`src/rtl/hangman_round_ctrl.sv`:
```
// ---------------------------------------------------------------------------
// hangman_round_ctrl
//
// Round controller for a hangman game. A guessed letter is accepted on a
// valid/ready handshake. The controller then walks the secret word one
// position per cycle through an external word store and reveals matching
// positions. Finally it charges a try on a miss and decides win / lose.
//
// Parameters
//   WORD_LEN   number of letters in the secret word (1..8, 3-bit index)
//   MAX_TRIES  wrong guesses allowed per game (1..7)
//
// Ports
//   clk           sole clock, rising edge
//   rst           asynchronous, active-high reset
//   new_game      synchronous restart, wins over everything else
//   char_valid    guess letter presented
//   char_in       guess letter, 0..25 = A..Z, 26..31 invalid
//   char_ready    guess can be accepted (IDLE and no new_game)
//   word_index    position requested from the word store (0 outside SCAN)
//   word_char     letter at word_index, combinational from the store
//   guessed_mask  bit i set once position i has been revealed
//   tries_left    remaining wrong guesses
//   busy          guess evaluation in progress (SCAN or UPDATE)
//   win, lose     registered game result flags
//
// Optional feature (macro HANGMAN_REPEAT_GUARD_EN)
//   When the macro is defined, a 26-bit used-letter record is kept. A letter
//   that was already accepted is consumed without a scan and without a
//   penalty. When the macro is undefined, repeats are rescanned and a
//   repeated miss costs another try.
//
// state  | meaning
// IDLE   | waiting for a guess, char_ready high
// SCAN   | comparing word_char to the latched letter, one position per cycle
// UPDATE | charge a miss, then decide win / lose / continue
// DONE   | game over, all outputs frozen until new_game or rst
// ---------------------------------------------------------------------------
module hangman_round_ctrl #(
  parameter int WORD_LEN  = 5,
  parameter int MAX_TRIES = 6
) (
  input  logic                clk,
  input  logic                rst,
  input  logic                new_game,
  input  logic                char_valid,
  input  logic [4:0]          char_in,
  output logic                char_ready,
  output logic [2:0]          word_index,
  input  logic [4:0]          word_char,
  output logic [WORD_LEN-1:0] guessed_mask,
  output logic [2:0]          tries_left,
  output logic                busy,
  output logic                win,
  output logic                lose
);

  typedef enum logic [1:0] {
    IDLE   = 2'd0,
    SCAN   = 2'd1,
    UPDATE = 2'd2,
    DONE   = 2'd3
  } state_t;

  localparam logic [2:0]          LAST_IDX   = 3'(WORD_LEN - 1);
  localparam logic [2:0]          TRIES_INIT = 3'(MAX_TRIES);
  localparam logic [WORD_LEN-1:0] MASK_FULL  = '1;
  localparam logic [4:0]          LAST_CHAR  = 5'd25;

  state_t              state, state_nxt;
  logic [4:0]          letter, letter_nxt;
  logic                hit, hit_nxt;
  logic [2:0]          idx, idx_nxt;
  logic [WORD_LEN-1:0] mask, mask_nxt;
  logic [2:0]          tries, tries_nxt;
  logic                win_r, win_nxt;
  logic                lose_r, lose_nxt;

  logic                accept;
  logic                letter_ok;
  logic                is_repeat;
  logic [2:0]          tries_upd;

`ifdef HANGMAN_REPEAT_GUARD_EN
  logic [25:0]         used, used_nxt;
`endif

  // ---------------------------------------------------------------------
  // State and datapath registers
  // ---------------------------------------------------------------------
  always_ff @(posedge clk or posedge rst) begin
    if (rst) begin
      state  <= IDLE;
      letter <= '0;
      hit    <= 1'b0;
      idx    <= '0;
      mask   <= '0;
      tries  <= TRIES_INIT;
      win_r  <= 1'b0;
      lose_r <= 1'b0;
    end else begin
      state  <= state_nxt;
      letter <= letter_nxt;
      hit    <= hit_nxt;
      idx    <= idx_nxt;
      mask   <= mask_nxt;
      tries  <= tries_nxt;
      win_r  <= win_nxt;
      lose_r <= lose_nxt;
    end
  end

`ifdef HANGMAN_REPEAT_GUARD_EN
  always_ff @(posedge clk or posedge rst) begin
    if (rst) begin
      used <= '0;
    end else begin
      used <= used_nxt;
    end
  end
`endif

  // ---------------------------------------------------------------------
  // Handshake qualification
  // ---------------------------------------------------------------------
  assign char_ready = (state == IDLE) && !new_game;
  assign accept     = char_valid && char_ready;
  assign letter_ok  = (char_in <= LAST_CHAR);

`ifdef HANGMAN_REPEAT_GUARD_EN
  // The index is only meaningful for letters A..Z; invalid codes are
  // rejected by letter_ok before this term matters.
  assign is_repeat = letter_ok && used[char_in];
`else
  assign is_repeat = 1'b0;
`endif

  // A miss costs one try, saturating at zero.
  always_comb begin
    tries_upd = tries;
    if (!hit && (tries != 3'd0)) begin
      tries_upd = tries - 3'd1;
    end
  end

  // ---------------------------------------------------------------------
  // Next-state and datapath logic
  // ---------------------------------------------------------------------
  always_comb begin
    state_nxt  = state;
    letter_nxt = letter;
    hit_nxt    = hit;
    idx_nxt    = idx;
    mask_nxt   = mask;
    tries_nxt  = tries;
    win_nxt    = win_r;
    lose_nxt   = lose_r;
`ifdef HANGMAN_REPEAT_GUARD_EN
    used_nxt   = used;
`endif

    if (new_game) begin
      // Restart wins in every state; a guess presented together with it
      // is dropped because char_ready is low.
      state_nxt  = IDLE;
      hit_nxt    = 1'b0;
      idx_nxt    = '0;
      mask_nxt   = '0;
      tries_nxt  = TRIES_INIT;
      win_nxt    = 1'b0;
      lose_nxt   = 1'b0;
`ifdef HANGMAN_REPEAT_GUARD_EN
      used_nxt   = '0;
`endif
    end else begin
      case (state)
        IDLE: begin
          // Invalid codes and guarded repeats are consumed: the
          // handshake completes but the FSM stays in IDLE.
          if (accept && letter_ok && !is_repeat) begin
            letter_nxt = char_in;
            hit_nxt    = 1'b0;
            idx_nxt    = '0;
            state_nxt  = SCAN;
`ifdef HANGMAN_REPEAT_GUARD_EN
            used_nxt[char_in] = 1'b1;
`endif
          end
        end

        SCAN: begin
          if (word_char == letter) begin
            hit_nxt = 1'b1;
            for (int i = 0; i < WORD_LEN; i++) begin
              if (idx == 3'(i)) begin
                mask_nxt[i] = 1'b1;
              end
            end
          end
          if (idx == LAST_IDX) begin
            idx_nxt   = '0;
            state_nxt = UPDATE;
          end else begin
            idx_nxt   = idx + 3'd1;
          end
        end

        UPDATE: begin
          // The mask is final once SCAN ends. A full mask wins even when
          // the same guess would also exhaust the tries.
          tries_nxt = tries_upd;
          if (mask == MASK_FULL) begin
            win_nxt   = 1'b1;
            state_nxt = DONE;
          end else if (tries_upd == 3'd0) begin
            lose_nxt  = 1'b1;
            state_nxt = DONE;
          end else begin
            state_nxt = IDLE;
          end
        end

        DONE: begin
          state_nxt = DONE;
        end

        default: begin
          state_nxt = IDLE;
        end
      endcase
    end
  end

  // ---------------------------------------------------------------------
  // Outputs
  // ---------------------------------------------------------------------
  assign word_index   = (state == SCAN) ? idx : 3'd0;
  assign busy         = (state == SCAN) || (state == UPDATE);
  assign guessed_mask = mask;
  assign tries_left   = tries;
  assign win          = win_r;
  assign lose         = lose_r;

endmodule

```
`config.mk`:
```
export PLATFORM = sky130hd
export DESIGN_NAME = hangman_round_ctrl
export DESIGN_NICKNAME = d
export VERILOG_FILES = /design/src/rtl/hangman_round_ctrl.sv
export SDC_FILE = /design/constraint.sdc
export NUM_CORES = 1
export LEC_CHECK = 0
export CAP_MARGIN = 20
export CORE_ASPECT_RATIO = 1.5
export CORE_MARGIN = 3
export CORE_UTILIZATION = 49
export DETAILED_ROUTE_END_ITERATION = 10
export HOLD_SLACK_MARGIN = 0.02
export PLACE_DENSITY = 0.87
export SYNTH_ARGS = -nofsm -noshare
export SYNTH_HDL_FRONTEND = slang
export SYNTH_SLANG_ARGS = --single-unit
```
`constraint.sdc`:
```
create_clock -name clk -period 1.9 [get_ports clk]
set_input_delay 0.285 -clock clk [delete_from_list [all_inputs] [get_ports clk]]
set_output_delay 0.285 -clock clk [all_outputs]
set_load 0.1 [all_outputs]
```
; Word-level counts from Yosys, hierarchy flattened
; Cells that the tools add are included.
[op_classes]
n_addsub = 2
magnitude_cmp = 1
n_eq_ne = 13
mux = 33
bitwise_logic = 1
n_reduce_logical = 33
[ops]
columns = cell, n
row1 = AND reduction 3 bit, 8
row2 = two-way mux 3 bit, 7
row3 = nonzero test 2 bit, 10
row4 = two-way mux 1 bit, 15
row5 = two-way mux 5 bit, 3
row6 = two-way mux 2 bit, 5
row7 = one-hot mux 2 bit (4 select lines), 1
row8 = "== test 3 x 2 -> 1 bit, second input constant", 2
row9 = logical NOT 3 bit, 2
row10 = "!= test 3 bit, second input constant", 2
row11 = one-hot mux 3 bit (2 select lines), 1
row12 = AND reduction 2 bit, 3
row13 = nonzero test 3 bit, 2
row14 = == test 5 bit, 1
row15 = "== test 5 bit, second input constant", 1
row16 = "<= comparator 5 bit, second input constant", 1
row17 = "== test 2 bit, second input constant", 2
row18 = logical AND 1 bit, 4
row19 = "adder 3 x 1 -> 3 bit, second input constant", 1
row20 = "== test 3 x 1 -> 1 bit, second input constant", 1
row21 = "== test 3 bit, second input constant", 1
row22 = "!= test 3 x 2 -> 1 bit, second input constant", 1
row23 = "subtractor 3 x 1 -> 3 bit, second input constant", 1
row24 = "== test 2 x 1 -> 1 bit, second input constant", 1
row25 = 6 further kinds, 7
[word_totals]
ff_bits = 21
inputBits = 14
out_inout_bits = 15

; Longest topological paths before layout
[logic_depth]
ltp_word = 8
ltp_mapped = 7
ltp_nobuf = 7

; Worst setup path before layout
; Ideal clock, no wire load.
[synth_timing]
path_type = register to register
startpoint = reg tries[0] (netlist: tries_left[0])
endpoint = reg state[1]
arrival_time_ns = 2.195
t_required_ns = 1.759
path_slack_ns = -0.437
stages_incl_launch_ff = 8
n_path_buf = 0
synth_period_minus_slack_ns = 2.337
path_cell_list = dfrtp_1 > inv_1 > ha_1 > ha_1 > nand4_1 > mux2i_1 > nor3_1 > o311ai_2
[synth_via]
elab_chain_cells = 8
[synth_rtl]
columns = item, line_no
row1 = start: declaration, 75  ; logic [2:0] tries, tries_nxt;
row2 = start signal: assignment, 107  ; tries <= tries_nxt;
row3 = branches (longest 2 deep; another with subtractor 3 x 1 -> 3 bit), -
row4 = two-way mux 3 bit (*), 141  ; if (!hit && (tries != 3'd0)) begin
row5 = logical NOT 3 bit (*), 215  ; end else if (tries_upd == 3'd0) begin
row6 = two-way mux 2 bit (*), 215
row7 = two-way mux 2 bit (*), 212  ; if (mask == MASK_FULL) begin
row8 = one-hot mux 2 bit (4 select lines) (*), 176  ; case (state)
row9 = two-way mux 2 bit (*), 162  ; if (new_game) begin
row10 = end signal: assignment, 102  ; state <= state_nxt;
row11 = end: declaration, 70  ; state_t state, state_nxt;
; Every way passes the cells marked *.
; A chain may end at the register's enable or synchronous reset.

; Worst setup path after layout
[layout_timing]
startpoint = reg tries[1] (netlist: tries_left[1])
endpoint = reg state[1]
; The elaborated chain is that of the path after synthesis.

==> impl_table.tex <==
\begin{tabular}{lr}
\hline
Metric & Value \\
\hline
\multicolumn{2}{l}{\textbf{Timing}} \\
\quad Final setup fails & 0 \\
\quad Unrepaired setup endpoints after global routing & no \\
\quad Minimum period implied by the final worst setup slack & 1.85 ns \\
\quad Worst slew slack as a fraction of its limit & 62.9\% \\
\quad Skew final & 0.00568 ns \\
\quad Final hold vios & 0 \\
\quad Worst path setup slack after routing & 0.0482 ns \\
\quad Final-report max-slew violation count & 0 \\
\quad Fmax & 540 MHz \\
\quad Post-route fraction of the period consumed by the critical path & 97.5\% \\
\quad Measured slew at the worst slew-check pin & 0.552 ns \\
\multicolumn{2}{l}{\textbf{Yosys}} \\
\quad Post-Synthesis Mean Instance Area & 9.77 sq um \\
\quad Flip-flop and latch count after synthesis & 21 \\
\quad Synth area leader & dfrtp\_1 \\
\quad Fraction of registers with async set or reset after synthesis & between 90\% and 100\% \\
\quad Mapped Area & 1230 sq um \\
\quad Net count of the mapped netlist & 151 \\
\quad Number of library cell types mapped by synthesis & 41 \\
\quad Number of instances in the synthesized netlist & 126 \\
\quad Number of enable-type register cells in the synthesized netlist & 0 \\
\quad Share of Yosys cell area claimed by the top area cell type & 38.6\% \\
\quad Yosys Warn Count & 0 \\
\quad Share of synthesized area occupied by flip-flops and latches & 42.9\% \\
\quad Cell types with the largest area share after synthesis & dfrtp\_1 39\%, ha\_1 11\%, inv\_1 6.1\%, dfstp\_2 4.3\%, nor2\_1 4.3\% \\
\quad Predominant post-synthesis flop cell & dfrtp\_1 \\
\multicolumn{2}{l}{\textbf{Layout}} \\
\quad Layout Cell Area excl Fill & 1770 sq um \\
\quad Number of standard cells in the final layout excluding fillers & 188 \\
\quad Share of layout cells above drive strength 1 & 29.7\% \\
\quad Total number of nets in the final design & approximately 190 \\
\quad Fillers & 161 \\
\quad Area of the multi-input gates & 687 sq um \\
\quad Seq. cell area & 536 sq um \\
\quad Number of antenna diodes & 0 \\
\quad Layout overhead on the synthesized area & 43.6\% \\
\quad Utilization of the core after routing & 76.5\% \\
\multicolumn{2}{l}{\textbf{Critical path}} \\
\quad Slowest stage delay, CP & 0.64 ns \\
\quad Maximum fanout encountered on the critical timing path & 2 \\
\quad Worst path cell trace & inv\_2 > ha\_4 > ha\_4 > nand4\_1 > mux2i\_4 > nor3\_2 > o311ai\_2 \\
\quad Kind of end point of the critical path & flip-flop \\
\quad Master of the slowest instance on the critical path & dfstp\_4 \\
\quad Data required time of the worst path & 2.11 ns \\
\quad Crit path max-delay family & flip-flops \\
\quad Classification of the worst setup path & reg2reg \\
\quad Cell type with the highest occurrence count on the critical path & ha\_4 \\
\quad Bufs and invs on worst path & 1 \\
\quad Startpoint type of the worst setup path & flip-flop \\
\quad Endpoint arrival time on the critical path & $\sim$2.1 ns \\
\multicolumn{2}{l}{\textbf{Run}} \\
\quad Number of max-cap violations & 0 \\
\multicolumn{2}{l}{\textbf{Clock network}} \\
\quad Root buf cell & clkbuf\_4 \\
\quad Number of buffers inserted during clock tree synthesis & 3 \\
\quad Number of clock sinks seen by CTS & 21 \\
\quad CTS max path bufs & 2 \\
\quad Clock Latency Late Sink & 0.31 ns \\
\quad Hold bufs inserted after CTS & 0 \\
\quad Post-CTS clock slew at the launch and capture registers of the worst setup and hold paths & 0.12 ns \\
\quad CTS H-tree lvls & 1 \\
\quad TritonCTS clock tree & built \\
\multicolumn{2}{l}{\textbf{Routing}} \\
\quad Routed WL & approximately 2800 um \\
\quad Vias per cell & 5.68 \\
\quad Drt drc & 0 \\
\quad Pre-antenna DRT Iters & 4 \\
\quad Post-detailed-route wirelength per cell & 15.1 um \\
\quad Iteration-0 DRC count of the detailed router & 42 \\
\quad Post-route ant nets & 0 \\
\quad Count of vias placed by the detailed router & 1067 \\
\multicolumn{2}{l}{\textbf{Power}} \\
\quad Maximum ir drop on the vdd rail & 766 uV \\
\quad Psw & 1.10 mW \\
\quad Switching part of the total power & 47.6\% \\
\quad P per Cell Area & 1310 nW/um\^{}2 \\
\quad Reg power frac & a little under 30\% \\
\quad Comb power frac & between 60\% and 70\% \\
\quad Lkg Pwr & 0.785 nW \\
\quad Final Total Pwr & around 2.3 mW \\
\quad Internal cell power & around 1.2 mW \\
\quad Clock power frac & 9.7\% \\
\multicolumn{2}{l}{\textbf{Hold path}} \\
\quad Classification of the worst-slack hold path & in2async \\
\multicolumn{2}{l}{\textbf{GRT}} \\
\quad Global route overflow & 0 \\
\quad Maximum number of pins on one net before global-route repair & 22 \\
\quad Initial antenna violation count & 0 \\
\quad Wire length of the first global-routing pass & 4690 um \\
\quad All-layer global routing usage & 20.0\% \\
\quad Vias in the first global route & 1076 \\
\multicolumn{2}{l}{\textbf{Placement}} \\
\quad Placed cell area & approximately 1700 sq um \\
\quad Placement Setup Slack & -0.0365 ns \\
\quad Buffers added on ports & 28 \\
\quad Cell count after placement & 182 \\
\quad Detailed placer's ending HPWL & between 2000 and 2500 um \\
\quad Final Wtd Congestion & approximately 0.81 \\
\multicolumn{2}{l}{\textbf{Floorplan}} \\
\quad Count of standard-cell rows & 21 \\
\quad Die boundary width & 46.9 um \\
\quad Area enclosed by the die boundary & 3160 sq um \\
\quad \# IOs & 29 \\
\quad Initial Utilization & 53.2\% \\
\quad Die H & 67.4 um \\
\quad Placeable Area & 2310 sq um \\
\multicolumn{2}{l}{\textbf{Run status}} \\
\quad Result of the run & finished, final reports clean \\
\hline
\end{tabular}
==> power by group through the flow <==
stage	Sequential (mW)	Clock [mW]	Combinational (mW)
after floorplan	0.847	0	0.689
after global placement	0.673	0	1.27
after detailed placement	0.683	0	1.30
after CTS	0.668	0.229	1.38
after global routing	0.682	0.251	1.52
final	0.670	0.224	1.42
==> cells by family (layout without fill, tap and decap cells) <==
family | count (synthesis) | after routing | share of synthesized area [%]
adders and majority gates | 11 | 11 | 11.2
DFF | 21 | 21 | 42.9
xor gates and xnor gates | 6 | 6 | 4.27
and+or+nand+nor | 36 | 36 | 14.5
muxes | 5 | 5 | 4.47
AOI/OAI and AO/OA | 23 | 23 | 14.9
buffers and inverters | 24 | 63 | 7.72
==> layout by cell type, fill, tap and decap left out, types with 4 or more instances in the layout <==
master and n:
clkdlybuf4s50_1 13, nand2_1 6, inv_1 17, dfrtp_1 18, xor2_1 4, nor2_1 10, mux2_1 4, ha_1 8
buf_12 7, buf_4 18
==> sequential cells by signal, indices dropped and copies added, names as in the netlist <==
name,flops
guessed_mask,5
letter,5
idx,3
tries_left,3
state,2
hit,1
lose,1
win,1
==> final timing paths <==
check | from | endpoint | slack, ns | cells past startpoint
max in group asynchronous | rst | tries_left[1] | 1.34 | 3
worst min register to register | win | win | 0.53 | 2
worst max register to register | tries_left[1] | state[1] | 0.05 | 7
worst max-delay path | tries_left[1] | state[1] | 0.05 | 7
worst min-delay path | rst | hit | 0.29 | 3
min in group clk | win | win | 0.53 | 2
==> cells in the mapped netlist, types with 2 or more instances <==
master   count
ha_1        11
o22ai_1      2
a211o_1      2
dfstp_2      2
o21ai_1      2
o31ai_1      2
xnor2_1      2
and2_1       3
dfrtp_1     19
a21oi_1      2
inv_1       20
mux2_1       4
xor2_1       4
nor3_1       2
and3_1       2
nand3_1      2
nor2_1      14
o32ai_1      3
nand2_1      6
==> per-stage QoR <==
stage          TNS (ns)  hold slack (ns)
6_report              0            0.294
5_1_grt               0            0.322
4_1_cts               0            0.295
3_5_place_dp    -0.0418            0.505
3_3_place_gp          0            0.482
2_1_floorplan    -0.947            0.260
==> worst reg2reg max path, stage by stage, from the launching register on <==
cell and delay, ns:
dfstp_4 0.64, inv_2 0.04, ha_4 0.15, ha_4 0.25, nand4_1 0.12, mux2i_4 0.19
nor3_2 0.09, o311ai_2 0.28
==> layout make-up <==
| type | instances | area share (%) |
|---|---|---|
| Tap cell | 23 | 1.63 |
| Sequential cell | 21 | 30.3 |
| Multi-Input combinational cell | 81 | 38.9 |
| Inverter | 21 | 4.60 |
| Clock inverter | 1 | 0.425 |
| Timing Repair Buffer | 38 | 22.9 |
| Clock buffer | 3 | 1.27 |
==> repair_timing <==
action	CTS	global route
setup endpoints to repair	3	3
hold endpoints to repair	0	0
buffers inserted	1	1
resized for setup	10	4
pin swaps	5	1
==> routing by layer <==
layer	wire (um)	GRT usage, %	vias to the layer above
met1	1000	21.9	502
li1	-	-	514
met2	1610	37.1	45
met5	0	0	-
met4	58	6.92	0
met3	158	2.93	6
Power figures use the tool's default switching activity.
